==> config.mk <==
export PLATFORM = sky130hd
export DESIGN_NAME = runtime_snapshot_buffer
export DESIGN_NICKNAME = d
export VERILOG_FILES = /design/src/rtl/runtime_snapshot_buffer_pkg.sv /design/src/rtl/runtime_snapshot_buffer_snapshot_fifo.sv /design/src/rtl/runtime_snapshot_buffer.sv
export SDC_FILE = /design/constraint.sdc
export NUM_CORES = 1
export LEC_CHECK = 0
export BUFFER_PORTS_ARGS = -buffer_cell sky130_fd_sc_hd__buf_2
export CAP_MARGIN = 10
export CORE_ASPECT_RATIO = 1.2
export CORE_MARGIN = 3
export CORE_UTILIZATION = 32
export CTS_CLUSTER_SIZE = 40
export DETAILED_ROUTE_END_ITERATION = 8
export GPL_TIMING_DRIVEN = 0
export SYNTH_ARGS = -nofsm -noshare
export SYNTH_HDL_FRONTEND = slang
export SYNTH_SLANG_ARGS = --single-unit
==> constraint.sdc <==
create_clock -name clk -period 6.62 [get_ports clk]
set_input_delay 1.986 -clock clk [delete_from_list [all_inputs] [get_ports clk]]
set_output_delay 1.986 -clock clk [all_outputs]
set_load 0.02 [all_outputs]
==> src/rtl/runtime_snapshot_buffer_pkg.sv <==
`default_nettype none
// ============================================================================
// Module   : runtime_snapshot_buffer_pkg
// Purpose  : Shared types and constants for the runtime snapshot buffer.
// Revision : 1.0 - initial release
// ============================================================================
package runtime_snapshot_buffer_pkg;

  localparam int WORD_WIDTH             = 32;
  localparam int SNAP_DEPTH_DEFAULT     = 8;
  localparam int SNAP_SEQ_WIDTH_DEFAULT = 8;

  typedef logic [WORD_WIDTH-1:0] word_type;

  // Snapshot record at the default tag width
  typedef struct packed {
    word_type                          runtime;
    logic [SNAP_SEQ_WIDTH_DEFAULT-1:0] seq;
  } snapshot_type;

  // Unsigned full-width maximum of two runtime words
  function automatic word_type max_word(input word_type a, input word_type b);
    return (a > b) ? a : b;
  endfunction

endpackage
`default_nettype wire

==> src/rtl/runtime_snapshot_buffer_snapshot_fifo.sv <==
`default_nettype none
// ============================================================================
// Module   : snapshot_fifo
// Purpose  : Synchronous first-word-fall-through FIFO with a registered head
//            word, wrap-bit pointers and a registered occupancy count.
// Revision : 1.0 - initial release
// ============================================================================
module snapshot_fifo #(
  parameter int DEPTH = 8,
  parameter int WIDTH = 40
) (
  input  logic                     clk,
  input  logic                     rst,
  input  logic                     push,
  input  logic                     pop,
  input  logic [WIDTH-1:0]         wr_data,
  output logic                     full,
  output logic                     valid,
  output logic [WIDTH-1:0]         rd_data,
  output logic [$clog2(DEPTH):0]   level
);

  localparam int AW = $clog2(DEPTH);

  logic [AW:0]      wr_ptr_q, wr_ptr_d;
  logic [AW:0]      rd_ptr_q, rd_ptr_d;
  logic [AW:0]      level_q,  level_d;
  logic             valid_q,  valid_d;
  logic [WIDTH-1:0] head_q,   head_d;
  logic [WIDTH-1:0] mem_q [DEPTH];
  logic             empty;
  logic             pop_ok;
  logic             push_ok;

  // Full when indices match but wrap bits differ; empty when pointers equal
  always_comb begin
    full    = ((wr_ptr_q ^ rd_ptr_q) == {1'b1, {AW{1'b0}}});
    empty   = (wr_ptr_q == rd_ptr_q);
    pop_ok  = pop & ~empty;
    push_ok = push & (~full | pop_ok);
  end

  // Next pointers, occupancy and head word; a push landing at the new read
  // pointer bypasses the array so the head is valid one cycle after the push
  always_comb begin
    wr_ptr_d = wr_ptr_q + {{AW{1'b0}}, push_ok};
    rd_ptr_d = rd_ptr_q + {{AW{1'b0}}, pop_ok};
    level_d  = level_q + {{AW{1'b0}}, push_ok} - {{AW{1'b0}}, pop_ok};
    valid_d  = (level_d != '0);
    head_d   = head_q;
    if (valid_d) begin
      if (push_ok && (rd_ptr_d == wr_ptr_q)) begin
        head_d = wr_data;
      end else begin
        head_d = mem_q[rd_ptr_d[AW-1:0]];
      end
    end
  end

  // Control state register with synchronous active-low reset
  always_ff @(posedge clk) begin
    if (!rst) begin
      wr_ptr_q <= '0;
      rd_ptr_q <= '0;
      level_q  <= '0;
      valid_q  <= 1'b0;
      head_q   <= '0;
    end else begin
      wr_ptr_q <= wr_ptr_d;
      rd_ptr_q <= rd_ptr_d;
      level_q  <= level_d;
      valid_q  <= valid_d;
      head_q   <= head_d;
    end
  end

  // Storage array write; contents need no reset since pointers gate reads
  always_ff @(posedge clk) begin
    if (rst && push_ok) begin
      mem_q[wr_ptr_q[AW-1:0]] <= wr_data;
    end
  end

  assign valid   = valid_q;
  assign rd_data = head_q;
  assign level   = level_q;

endmodule
`default_nettype wire

==> src/rtl/runtime_snapshot_buffer.sv <==
`default_nettype none
// ============================================================================
// Module   : runtime_snapshot_buffer
// Purpose  : Captures runtime counter values on each synch pulse into a
//            tagged FIFO and keeps peak-runtime / dropped-capture statistics.
// Revision : 1.0 - initial release
// ============================================================================
module runtime_snapshot_buffer
  import runtime_snapshot_buffer_pkg::*;
#(
  parameter int DEPTH      = SNAP_DEPTH_DEFAULT,
  parameter int SEQ_WIDTH  = SNAP_SEQ_WIDTH_DEFAULT,
  parameter int DROP_WIDTH = 8
) (
  input  logic                     clk,
  input  logic                     rst,
  input  logic                     synch,
  input  word_type                 ctr_val,
  output logic                     snap_valid,
  input  logic                     snap_ready,
  output word_type                 snap_data,
  output logic [SEQ_WIDTH-1:0]     snap_seq,
  output logic [$clog2(DEPTH):0]   level,
  output word_type                 max_runtime,
  output logic [DROP_WIDTH-1:0]    drop_cnt,
  output logic                     ovf,
  input  logic                     clr_stats
);

  localparam int EW = WORD_WIDTH + SEQ_WIDTH;

  logic [SEQ_WIDTH-1:0]  seq_q,  seq_d;
  word_type              max_q,  max_d;
  logic [DROP_WIDTH-1:0] drop_q, drop_d;
  logic                  ovf_q,  ovf_d;

  logic                  fifo_full;
  logic                  fifo_valid;
  logic [EW-1:0]         fifo_rd_data;
  logic                  pop;
  logic                  drop;

  snapshot_fifo #(
    .DEPTH (DEPTH),
    .WIDTH (EW)
  ) u_fifo (
    .clk     (clk),
    .rst     (rst),
    .push    (synch),
    .pop     (pop),
    .wr_data ({ctr_val, seq_q}),
    .full    (fifo_full),
    .valid   (fifo_valid),
    .rd_data (fifo_rd_data),
    .level   (level)
  );

  // Statistics and tag update; clr_stats zeroes the base before this
  // cycle's capture is folded in, so a same-cycle capture still counts
  always_comb begin
    pop    = fifo_valid & snap_ready;
    drop   = synch & fifo_full & ~pop;
    seq_d  = seq_q + {{(SEQ_WIDTH-1){1'b0}}, synch};
    max_d  = clr_stats ? '0 : max_q;
    drop_d = clr_stats ? '0 : drop_q;
    ovf_d  = clr_stats ? 1'b0 : ovf_q;
    if (synch) begin
      max_d = max_word(max_d, ctr_val);
    end
    if (drop) begin
      ovf_d = 1'b1;
      if (drop_d != {DROP_WIDTH{1'b1}}) begin
        drop_d = drop_d + 1'b1;
      end
    end
  end

  // Tag and statistics registers with synchronous active-low reset
  always_ff @(posedge clk) begin
    if (!rst) begin
      seq_q  <= '0;
      max_q  <= '0;
      drop_q <= '0;
      ovf_q  <= 1'b0;
    end else begin
      seq_q  <= seq_d;
      max_q  <= max_d;
      drop_q <= drop_d;
      ovf_q  <= ovf_d;
    end
  end

  assign snap_valid  = fifo_valid;
  assign snap_data   = fifo_rd_data[EW-1:SEQ_WIDTH];
  assign snap_seq    = fifo_rd_data[SEQ_WIDTH-1:0];
  assign max_runtime = max_q;
  assign drop_cnt    = drop_q;
  assign ovf         = ovf_q;

endmodule
`default_nettype wire

# Word level (Yosys, flattened, before mapping)
# Memories as Yosys holds them, arrays and structs flattened.
# Cells that the tools add are included.
# word_totals
n_memories	1
romBits	0
latch_bits	0
out_inout_bits	86
register_bits	102
in_bits	37
ramBits	320
elab_cells	46
# memory_table
name	depth	word_bits	read_ports	rd_clocked_by_memory_dff	write_ports	line	source
u_fifo.mem_q	8	40	1	0	1	runtime_snapshot_buffer_snapshot_fifo.sv:30	logic [WIDTH-1:0] mem_q [DEPTH];
# classes
mul	0
n_mux	11
addsub	6
magnitude_cmp	1
shift	0
n_eq_ne	4
n_reduce_logical	4
n_bitwise	10
div	0
# ops
operator	count
$mux 32	3
$mux 40	1
$gt 32x32->1	1
$mux 8	3
$add 4x1->4	3
$add 8x1->8	1
$add 8x1->8 const B	1
$eq 4x4->1	2
$ne 8x8->1 const B	1
$and 1x1->1	5
$eq 4x4->1 const B	1
$mux 1	4
$reduce_bool 4->1	1
$sub 4x1->4	1
$xor 4x4->4	1
$not 1->1	3
$logic_and 1x1->1	2
$reduce_bool 2->1	1
$or 1x1->1	1

# Longest topological paths before layout
# Gate-level depths: netlist of the first run.
# depth
ltp_word	8
mapped_depth	16
mapped_depth_nobuf	13

# Cells and area by module
# A second synthesis of the first run with hierarchy kept.
# hier_totals
cells_unflattened	1054
area_unflattened_um2	17545.6
# by_module_without_submodules
module	n_inst	area_per_inst_um2	cells_per_inst	seq_area_each_um2
snapshot_fifo	1	14380.0	682	10670.2
runtime_snapshot_buffer	1	3165.5	372	980.9

# Worst setup path after synthesis of the first run
# Ideal clock, no wire load.
# synth_path
path_type	input to register
start	input snap_ready
end	memory u_fifo.mem_q[0][0] (enable)
cell_stages	4
required_time_ns	6.133
arrival_time_ns	5.434
path_buffers	0
setup_ns	0.487
setup_slack_ns	0.699
cell_sequence	a21o_1 > nor2_1 > or4_1 > nor3_1
# synth_between
elab_chain_len	7
# synth_lines
element	line	source
start, declared	runtime_snapshot_buffer.sv:20	input logic snap_ready,
$and 1x1->1	runtime_snapshot_buffer.sv:61	pop = fifo_valid & snap_ready;
$and 1x1->1	runtime_snapshot_buffer_snapshot_fifo.sv:39	pop_ok = pop & ~empty;
$or 1x1->1	runtime_snapshot_buffer_snapshot_fifo.sv:40	push_ok = push & (~full | pop_ok);
$and 1x1->1	runtime_snapshot_buffer_snapshot_fifo.sv:40	
$logic_and 1x1->1	runtime_snapshot_buffer_snapshot_fifo.sv:79	if (rst && push_ok) begin
$mux 1	runtime_snapshot_buffer_snapshot_fifo.sv:79	
$mux 1 (implied by the code)	runtime_snapshot_buffer_snapshot_fifo.sv:80	mem_q[wr_ptr_q[AW-1:0]] <= wr_data;
end, declared	runtime_snapshot_buffer_snapshot_fifo.sv:30	
# Every way passes these cells.

# Worst setup path in the final report of the first run
# layout_path
start	input clr_stats
end	register max_q[3] (netlist: max_runtime[3])
# layout_between
elab_chain_len	4
# layout_lines
element	line	source
start, declared	runtime_snapshot_buffer.sv:27	input logic clr_stats
$mux 32 (*)	runtime_snapshot_buffer.sv:64	max_d = clr_stats ? '0 : max_q;
$gt 32x32->1	runtime_snapshot_buffer_pkg.sv:23	return (a > b) ? a : b;
$mux 32	runtime_snapshot_buffer_pkg.sv:23	
$mux 32 (*)	runtime_snapshot_buffer.sv:67	if (synch) begin
end signal, assigned	runtime_snapshot_buffer.sv:87	max_q <= max_d;
end, declared	runtime_snapshot_buffer.sv:33	word_type max_q, max_d;
# Every way passes the cells marked *; elsewhere a longest branch is shown, timed or not.
# A chain may end at the register's enable or synchronous reset.

==> run summary, run 1 <==
Combinational Power Share: 0.204
Site row count: 92
Area post-placement: 0.0191 mm2
CTS H-Tree Depth: 2
Post-synth EDFFs: 320
RSZ-0062 raised after global routing: false
Synthesized instance count: 1102
Maximum vdd drop: 0.169 mV
GPL Wtd Cong: 0.800
Mapped Area: 0.0173 mm2
Place WS: 0.910 ns
Cell variety after synth: 49
Vias per cell: 4.99
Core Footprint: 0.0530 mm2
Skew-Pair Late Insertion Delay: 0.55 ns
HP Class: flop to flop
Setup slack after layout: 1.47 ns
Post-CTS sizing: 0
GRT Total Usage: 0.156
Fin crit share: 0.778
Initial DRT Pass Iterations: 5
CTS buffer count: 41
Critical register-to-register path endpoint: u_fifo.rd_data[10]
CTS tree: done
Root Buffer: clkbuf_16
# DRC: 0
Net Switching: 1.88 mW
Hold wc startpoint: u_fifo.rd_data[0]
CTS Hold Bufs: 0
Die ar.: 0.0569 mm2
Reg clk slew, reported paths: 0.06 ns
Syn Nets: 1183
Final nets: 1364
Port Buffers: 121
Final setup violation count: 0
WL/cell: 22.0 um
CP startpoint kind: primary input
R2R cell count: 13
Final wirelength: 44600 um
Non-Filler Instances: 2021
Crit path capture type: flop
Syn avg cell area: 15.7 um2
Maxcap violations: 0
Sequential share of the synthesized area: 0.674
Core Util, Final: 0.385
Hold Path Depth: 1
Minimum clock period: 5.15 ns
GRT overflow: 0
Slew @ Worst Pin: 1.10 ns
Fmax: 0.194 GHz
Vias: 10.1k
Vias in the first global route: 10.4k
Commonest cells after routing, fill and taps aside: edfxtp_1 (320), buf_2 (141), dfxtp_1 (102)
I/O pin count: 123
Die Y: 261 um
Synth Register Bits: 422
Antenna fix cells: 0
Fin area: 0.0204 mm2
Die width: 218 um
Commonest non-fill, non-tap cell in the layout: edfxtp_1
Area grow syn2layout: 17.9%
Post-CTS setup buffer count: 0
Clock power share: 0.335
Reg2reg start: u_fifo.wr_ptr_q[1]
Reg power frac: 0.461
CP required: 7.09 ns
R2R Setup Slk: 2.46 ns
Hold Fails Final Rpt: 0
Post-Place Cells: 1945
PwrDens: 329 mW/mm2
Rel. slew slack: 0.268
Status: finished clean
Max Fanout on Critical Path: 10
Top FF cell, synth: edfxtp_1
Internal: 4.82 mW
Final max-slew violation count: 0
Ys Warns: 0
Worst Path Arrival: 5.62 ns
Final ANT Viol Nets: 0
Initial antenna violation count: 5
Hold WS: 0.470 ns
Layout Skew: 0.0253 ns
Clock sinks: 422
Pleak: 7.20 nW
Clock Tree Buf Depth: 3
1st-iter DRT viols: 801
Layout cells sized above 1: 0.236
Largest net degree at the start of global routing: 26
Initial Util: 0.326
# fillers: 5014
Sw frac: 0.281
Asr flop ratio synth: 0
First-pass GRT wire length: 66600 um
Critical path startpoint: clr_stats
Endpoint, Worst Hold: u_fifo.rd_data[0]
DP HPWL: 30700 um
Worst setup path class: primary input to flop
==> cell type report <==
type                            instances  area, um2  area share
Clock inverter                         21        144     0.00706
Timing Repair Buffer                  138        866      0.0425
Inverter                               41        154     0.00755
Buffer                                 63        269      0.0132
Clock buffer                           55       1150      0.0565
Tap cell                              705        882      0.0433
Multi-Input combinational cell        576       5270       0.258
Sequential cell                       422      11700       0.572
==> through the flow <==
step | power [mW] | TNS, ns
finish | 6.70 | 0
global route | 6.99 | 0
CTS | 6.78 | 0
detailed placement | 4.53 | 0
global placement | 4.51 | -293.59
floorplan | 4.04 | 0
==> registers in the layout, summed over array words and instances, names as in the netlist <==
register         count
u_fifo.mem_q       320
u_fifo.rd_data      40
max_runtime         32
drop_cnt             8
seq_q                8
u_fifo.level         4
u_fifo.rd_ptr_q      4
u_fifo.wr_ptr_q      4
ovf                  1
u_fifo.valid         1
==> worst max-delay path, stage by stage <==
cell and delay (ns):
clkbuf_1 0.49, clkbuf_1 0.47, nor2b_1 0.14, ha_1 0.34, nand4_1 0.19, nor4_1 0.61, nand4_1 0.22, o31a_1 0.32
clkbuf_1 0.30, or3_1 0.41, a21oi_1 0.14
==> worst max-delay path by stage <==
stage | to | slack (ns) | depth (start not counted)
floorplan | u_fifo.mem_q[0][0] | 0.70 | 4
global placement | u_fifo.mem_q[0][24] | -2.50 | 4
detailed placement | max_runtime[16] | 0.91 | 11
CTS | max_runtime[16] | 1.46 | 11
global route | max_runtime[4] | 1.22 | 11
finish | max_runtime[3] | 1.47 | 11
==> cell usage after synthesis (all sizes together) (2+ instances only) <==
cell type  instances  area share
nand3             15      0.0043
a22o              38       0.019
ha                43       0.031
clkbuf            37      0.0080
mux2i             41       0.024
buf               26      0.0075
a21o               7      0.0030
nand2             13      0.0028
nand4              9      0.0033
a21boi             2     0.00087
o21ai             34      0.0098
nor2b             35       0.013
or2                3      0.0011
dfxtp            102        0.12
nor4               3      0.0014
xor2              11      0.0056
a21oi             83       0.024
xnor2             14      0.0071
and3               5      0.0018
edfxtp           320        0.56
nor2              65       0.014
or3               32       0.012
mux4              80        0.10
and2              14      0.0051
nor3               9      0.0029
a32o               2      0.0012
inv               40      0.0087
a211oi             3      0.0013
nand2b             2     0.00072
==> layer usage <==
layer	share of wire	track usage	vias up
met3	0.069	0.0367	88
li1	-	-	4611
met4	0.037	0.0614	8
met2	0.48	0.258	317
met1	0.41	0.200	5061
met5	0.0012	0	-
==> logic make-up (layout without fill, tap and decap cells) <==
group                    Yosys count  in the layout  share of synthesized area
XOR/XNOR                          26             26                     0.0140
flip-flops                       422            422                      0.674
AO/OA/AOI/OAI                    177            177                     0.0641
adder cells (fa/ha/maj)           44             44                     0.0323
AND/OR/NAND/NOR                  208            208                     0.0633
buffers and inverters            104            318                     0.0245
multiplexers                     121            121                      0.128
==> power by group through the flow <==
stage | Combinational (mW) | Sequential, mW | Clock (mW)
after floorplan | 0.754 | 3.28 | 0
after global placement | 1.36 | 3.15 | 0
after detailed placement | 1.39 | 3.14 | 0
after CTS | 1.39 | 3.09 | 2.30
after global routing | 1.49 | 3.10 | 2.41
final | 1.37 | 3.09 | 2.25
Power figures use the tool's default switching activity.
==> inputs of run 2 (changes only) <==
- clock period: 6.62 -> 5.2 ns (I/O delays scaled with it)
==> run 2 against run 1 <==
Critical path depth unchanged. Flip-flop and latch count did not move. Sequential share of layout area decreased by 0.24 points. Combinational power rose by 28%. Utilization rose by 0.16 points. Global-route usage grew 0.44 points. Clock skew down 0.015 ns. Sequential power is 27% higher. Design area grew 0.42%. First-iteration DRC count down 0.37%. Critical endpoint is now max_runtime[24]. Largest cell class unchanged. Highest routed layer unchanged.
==> run summary, run 2 (synthesis gave the netlist of run 1 again) <==
Clock Tree Buf Depth: 3 (unchanged)
Pwr Total: 8.61 mW (was 6.70 mW)
Initial DRT Pass Iterations: 5 (unchanged)
CTS Hold Bufs: 0 (unchanged)
Root Buffer: clkbuf_16 (unchanged)
Commonest cells after routing, fill and taps aside: edfxtp_1 (320), buf_2 (141), dfxtp_1 (102) (unchanged)
Crit path capture type: flop (unchanged)
Site row count: 92 (unchanged)
Core Util, Final: 0.387 (was 0.385)
Initial antenna violation count: 4 (was 5)
Skew-Pair Late Insertion Delay: 0.54 ns (was 0.55 ns)
Layout Skew: 0.0107 ns (was 0.0253 ns)
Post-CTS setup buffer count: 0 (unchanged)
Vias in the first global route: 10.6k (was 10.4k)
Maximum vdd drop: 0.218 mV (was 0.169 mV)
RSZ-0062 raised after global routing: false (unchanged)
Status: finished clean (unchanged)
Die width: 218 um (unchanged)
CP startpoint kind: primary input (unchanged)
CTS tree: done (unchanged)
Max Fanout on Critical Path: 10 (unchanged)
Fin crit share: 0.952
Rel. slew slack: 0.255 (was 0.268)
# DRC: 0 (unchanged)
Final nets: 1362 (was 1364)
Maxcap violations: 0 (unchanged)
Post-CTS sizing: 0 (unchanged)
Reg clk slew, reported paths: 0.06 ns (about the same)
Pleak: 7.22 nW (was 7.20 nW)
Core Footprint: 0.0530 mm2 (unchanged)
HP Class: flop to flop (unchanged)
First-pass GRT wire length: 68300 um (was 66600 um)
Vias per cell: 5.06 (was 4.99)
# fillers: 4953 (was 5014)
Area grow syn2layout: 18.4% (was 17.9%)
CP required: 5.66 ns (was 7.09 ns)
Final max-slew violation count: 0 (unchanged)
Worst Path Arrival: 5.41 ns (was 5.62 ns)
Number of flip-flops in the largest register: 320 (unchanged)
Hold WS: 0.472 ns (was 0.470 ns)
GPL Wtd Cong: 0.797 (was 0.800)
GRT overflow: 0 (unchanged)
Final wirelength: 45600 um (was 44600 um)
Worst setup path class: primary input to flop (unchanged)
Slew @ Worst Pin: 1.12 ns (was 1.10 ns)
I/O pin count: 123 (unchanged)
Die ar.: 0.0569 mm2 (unchanged)
Final setup violation count: 0 (unchanged)
Minimum clock period: 4.95 ns
GRT Total Usage: 0.161 (was 0.156)
Layout cells sized above 1: 0.233 (was 0.236)
Initial Util: 0.326 (unchanged)
Commonest non-fill, non-tap cell in the layout: edfxtp_1 (unchanged)
Largest net degree at the start of global routing: 22 (was 26)
Fmax: 0.202 GHz
CTS buffer count: 42 (was 41)
Final ANT Viol Nets: 0 (unchanged)
PwrDens: 421 mW/mm2 (was 329 mW/mm2)
1st-iter DRT viols: 798 (was 801)
Port Buffers: 121 (unchanged)
DP HPWL: 30500 um (was 30700 um)
Hold Fails Final Rpt: 0 (unchanged)
WL/cell: 22.5 um (was 22.0 um)
CTS H-Tree Depth: 2 (unchanged)
Die Y: 261 um (unchanged)
Clock sinks: 422 (unchanged)
Vias: 10.2k (was 10.1k)
run 2: final cells by class:
class | instances | area [um2] | share of cell area
clock buffer | 60 | 1180 | 0.0576
antenna | 2 | 5.00 | 0.000244
timing repair buffer | 135 | 913 | 0.0446
clock inverter | 17 | 135 | 0.00660
inverter | 41 | 154 | 0.00752
multi-input combinational | 576 | 5280 | 0.258
sequential | 422 | 11700 | 0.569
tap | 705 | 882 | 0.0431
buffer | 63 | 269 | 0.0131
run 2: routing by layer:
metal,part of all wire,track usage
met3,0.068,0.0354
met1,0.42,0.209
met4,0.025,0.0491
met2,0.49,0.270
met5,0.00029,0
run 2: where the power goes:
group          leakage (nW)  internal (mW)  switching (mW)
combinational          2.81          0.699            1.05
clock                 0.638           1.68            1.25
sequential             3.77           3.82           0.108
total                  7.22           6.20            2.41
run 2: worst paths after layout:
| path | slack, ns | from | endpoint | cells after the start |
|---|---|---|---|---|
| min | 0.47 | u_fifo.rd_data[29] | u_fifo.rd_data[29] | 1 |
| max reg2reg | 0.85 | u_fifo.wr_ptr_q[1] | u_fifo.rd_data[9] | 13 |
| max | 0.25 | clr_stats | max_runtime[24] | 11 |
| min reg2reg | 0.47 | u_fifo.rd_data[29] | u_fifo.rd_data[29] | 1 |
run 2: critical path, stage by stage:
cell and delay (ns):
clkbuf_1 0.63, clkbuf_1 0.53, nor2b_1 0.14, ha_1 0.35, nand4_1 0.18, nor4_1 0.64, nand4_1 0.25, o31a_1 0.29
clkbuf_1 0.27, or3_1 0.40, a21oi_1 0.14
run 2: stage by stage:
step | cell area [um2] | TNS, ns | setup slack (ns) | instances
6_report | 20500 | 0 | 0.249 | 2021
4_1_cts | 20500 | 0 | 0.247 | 2019
5_1_grt | 20500 | 0 | 0.0887 | 2019
3_5_place_dp | 19200 | -8.24 | -0.315 | 1942
3_3_place_gp | 18800 | -458.13 | -1.72 | 1928
2_1_floorplan | 17300 | 0 | 0.789 | 1102
==> inputs of run 3 (changes only) <==
- SYNTH_HIERARCHICAL: not set -> 1
==> run 3 against run 2 <==
Hold slack got worse by 0.013 ns. Clock power increased by 8.9%. Highest routed layer unchanged. Fmax increased by 6.8%. Setup slack improved by 0.31 ns. Via count decreased by 4.4%. Total power rose by 2.5%. Synthesized area rose by 1.5%. Sequential power about the same. Critical path depth did not move. Critical endpoint is now u_fifo/rd_data[21]. Largest power group unchanged. Cell count is 0.99% lower. Critical path type unchanged. Utilization up 0.32 points.
==> run summary, run 3 <==
CP required: 5.66 ns (about the same)
WL/cell: 21.7 um (was 22.5 um)
Simple-gate share of the synthesized area: 0.0599 (was 0.0633)
Fmax: 0.216 GHz (was 0.202 GHz)
1st-iter DRT viols: 550 (was 798)
I/O pin count: 123 (unchanged)
Synth top cells by count: edfxtp_1 (320), dfxtp_1 (102), mux4_2 (80) (was edfxtp_1 (320), dfxtp_1 (102), a21oi_1 (83))
Max Fanout on Critical Path: 10 (unchanged)
Worst setup path end: u_fifo/rd_data[21] (was max_runtime[24])
PwrDens: 419 mW/mm2 (was 421 mW/mm2)
Critical register-to-register path endpoint: u_fifo/rd_data[21] (was u_fifo.rd_data[9])
Die ar.: 0.0577 mm2 (was 0.0569 mm2)
Layout Skew: 0.0162 ns (was 0.0107 ns)
Status: finished clean (unchanged)
Clock sinks: 422 (unchanged)
Maximum vdd drop: 0.224 mV (was 0.218 mV)
HP Class: flop to flop (unchanged)
Count leader, synth: edfxtp_1 (unchanged)
Rel. slew slack: 0.298 (was 0.255)
Initial DRT Pass Iterations: 4 (was 5)
Top FF cell, synth: edfxtp_1 (unchanged)
Vias: 9772 (was 10.2k)
Synth Register Bits: 422 (unchanged)
Post-CTS setup buffer count: 0 (unchanged)
Critical path startpoint: snap_ready (was clr_stats)
Final max-slew violation count: 0 (unchanged)
Pwr Total: 8.83 mW (was 8.61 mW)
Top-area cell type share of the netlist area: 0.548 (was 0.556)
R2R Setup Slk: 0.92 ns (was 0.85 ns)
Skew-Pair Late Insertion Delay: 0.54 ns (about the same)
CTS H-Tree Depth: 2 (unchanged)
Core Footprint: 0.0540 mm2 (was 0.0530 mm2)
Sequential share of the synthesized area: 0.664 (was 0.674)
Initial antenna violation count: 2 (was 4)
Initial Util: 0.325 (was 0.326)
GPL Wtd Cong: 0.775 (was 0.797)
Largest family of logic cells by synthesized area: multiplexers (unchanged)
Adder and majority gate portion of the synthesized area: 0.0311 (was 0.0323)
Asr flop ratio synth: 0 (unchanged)
Final setup violation count: 0 (unchanged)
RSZ-0062 raised after global routing: false (unchanged)
Post-CTS sizing: 0 (unchanged)
Post-synthesis mux area share: 0.170 (was 0.128)
Core Util, Final: 0.390 (was 0.387)
Vias in the first global route: 10.6k (about the same)
Ranking of synthesized cells by area: edfxtp_1 (55%), dfxtp_1 (12%), mux4_2 (10%) (was edfxtp_1 (56%), dfxtp_1 (12%), mux4_2 (10%))
Clock Tree Buf Depth: 3 (unchanged)
Number of flip-flops in the largest register: 320 (unchanged)
Fin crit share: 0.892 (was 0.952)
Setup slack after layout: 0.564 ns (was 0.249 ns)
Commonest cells after routing, fill and taps aside: edfxtp_1 (320), buf_2 (135), dfxtp_1 (102) (was edfxtp_1 (320), buf_2 (141), dfxtp_1 (102))
Worst setup path class: primary input to flop (unchanged)
Syn Nets: 1134 (was 1183)
Site row count: 93 (was 92)
Hold WS: 0.459 ns (was 0.472 ns)
Largest net degree at the start of global routing: 18 (was 22)
Root Buffer: clkbuf_16 (unchanged)
CTS buffer count: 42 (unchanged)
Reg2reg start: u_fifo/wr_ptr_q[1] (was u_fifo.wr_ptr_q[1])
Reg clk slew, reported paths: 0.06 ns (about the same)
# DRC: 0 (unchanged)
CP startpoint kind: primary input (unchanged)
Setup TNS: 0 ns (unchanged)
Die width: 220 um (was 218 um)
Final nets: 1334 (was 1362)
Maxcap violations: 0 (unchanged)
# fillers: 5030 (was 4953)
Layout cells sized above 1: 0.298 (was 0.233)
Compound-Gate Fraction of Synth Area: 0.0347 (was 0.0641)
Die Y: 263 um (was 261 um)
Area grow syn2layout: 20.0% (was 18.4%)
Yosys top cell by area: edfxtp_1 (unchanged)
Ys Warns: 6 (was 0)
Minimum clock period: 4.64 ns (was 4.95 ns)
DP HPWL: 30600 um (was 30500 um)
Cell variety after synth: 52 (was 49)
Syn avg cell area: 16.6 um2 (was 15.7 um2)
Worst Path Arrival: 5.09 ns (was 5.41 ns)
Post-synth EDFFs: 320 (unchanged)
Commonest non-fill, non-tap cell in the layout: edfxtp_1 (unchanged)
GRT overflow: 0 (unchanged)
Hold Fails Final Rpt: 0 (unchanged)
XOR/XNOR Fraction of Synth Area: 0.0133 (was 0.0140)
Pleak: 7.69 nW (was 7.22 nW)
Synthesized instance count: 1054 (was 1102)
CTS Hold Bufs: 0 (unchanged)
First-pass GRT wire length: 65700 um (was 68300 um)
Port Buffers: 121 (unchanged)
Slew @ Worst Pin: 1.04 ns (was 1.12 ns)
GRT Total Usage: 0.151 (was 0.161)
Crit path capture type: flop (unchanged)
R2R cell count: 12 (was 13)
Mapped Area: 0.0175 mm2 (was 0.0173 mm2)
Vias per cell: 4.88 (was 5.06)
Final wirelength: 43400 um (was 45600 um)
Final ANT Viol Nets: 0 (unchanged)
Place WS: 0.0560 ns (was -0.315 ns)
CTS tree: done (unchanged)
run 3: cell count changes after synthesis, moves of 24 or more:
cell,before,now
nand2_1,13,79
or3_1,32,2
mux2i_1,41,73
mux2_2,0,40
a21oi_1,83,11
o21ai_0,33,9
a22o_1,38,0
nor2_1,65,13
o2bb2ai_1,0,40
run 3: layout make-up:
class	instances	area (um2)	area share
Tap cell	712	891	0.0423
Multi-Input combinational cell	539	5480	0.260
Timing Repair Buffer	156	1070	0.0509
Antenna cell	1	2.50	0.000119
Buffer	54	327	0.0155
Clock buffer	56	1210	0.0574
Inverter	39	146	0.00696
Clock inverter	22	270	0.0128
Sequential cell	422	11700	0.554
run 3: per-stage QoR:
| step | std cells | cell area [um2] |
|---|---|---|
| global route | 2000 | 21000 |
| CTS | 2000 | 21000 |
| global placement | 1887 | 19100 |
| finish | 2001 | 21000 |
| detailed placement | 1922 | 19600 |
| floorplan | 1054 | 17600 |
run 3: worst max-delay path, stage by stage:
cell and delay [ns]:
buf_2 0.07, and2_1 0.28, o21ai_0 0.24, or2_2 0.38
nand2_1 0.09, ha_1 0.18, fa_1 0.43, or2_2 0.33
nor4_2 0.65, clkbuf_1 0.69, o2bb2ai_1 0.19
run 3: worst min-delay path by stage:
stage,slack [ns],cells past startpoint,end,start
after floorplan,0.50,2,u_fifo/wr_ptr_q[3],u_fifo/wr_ptr_q[3]
after global placement,0.44,1,u_fifo/rd_data[26],u_fifo/rd_data[26]
after detailed placement,0.44,1,u_fifo/rd_data[24],u_fifo/rd_data[24]
after CTS,0.46,1,u_fifo/rd_data[24],u_fifo/rd_data[24]
after global routing,0.47,1,u_fifo/rd_data[24],u_fifo/rd_data[24]
final,0.46,1,u_fifo/rd_data[3],u_fifo/rd_data[3]
run 3: where the power goes:
| part | internal (mW) | leakage [nW] | total, mW | switching, mW |
|---|---|---|---|---|
| Clock | 1.94 | 0.721 | 3.19 | 1.26 |
| Sequential | 3.83 | 3.77 | 3.93 | 0.108 |
| Combinational | 0.697 | 3.20 | 1.70 | 1.00 |
run 3: metal layers:
layer	routed length [um]	share of wire	GRT usage
met5	13	0.00030	0
met4	1060	0.024	0.0437
met3	2340	0.054	0.0331
met2	22300	0.51	0.269
met1	17700	0.41	0.184
run 3: cells by family (layout without fill, tap and decap cells):
| logic type | after synthesis | after routing |
|---|---|---|
| buf+inv | 93 | 327 |
| mux | 193 | 193 |
| simple gates | 201 | 201 |
| compound gates | 77 | 77 |
| flops | 422 | 422 |
| fa+ha+maj | 43 | 43 |
| xor+xnor | 25 | 25 |
| other cells | 0 | 1 |
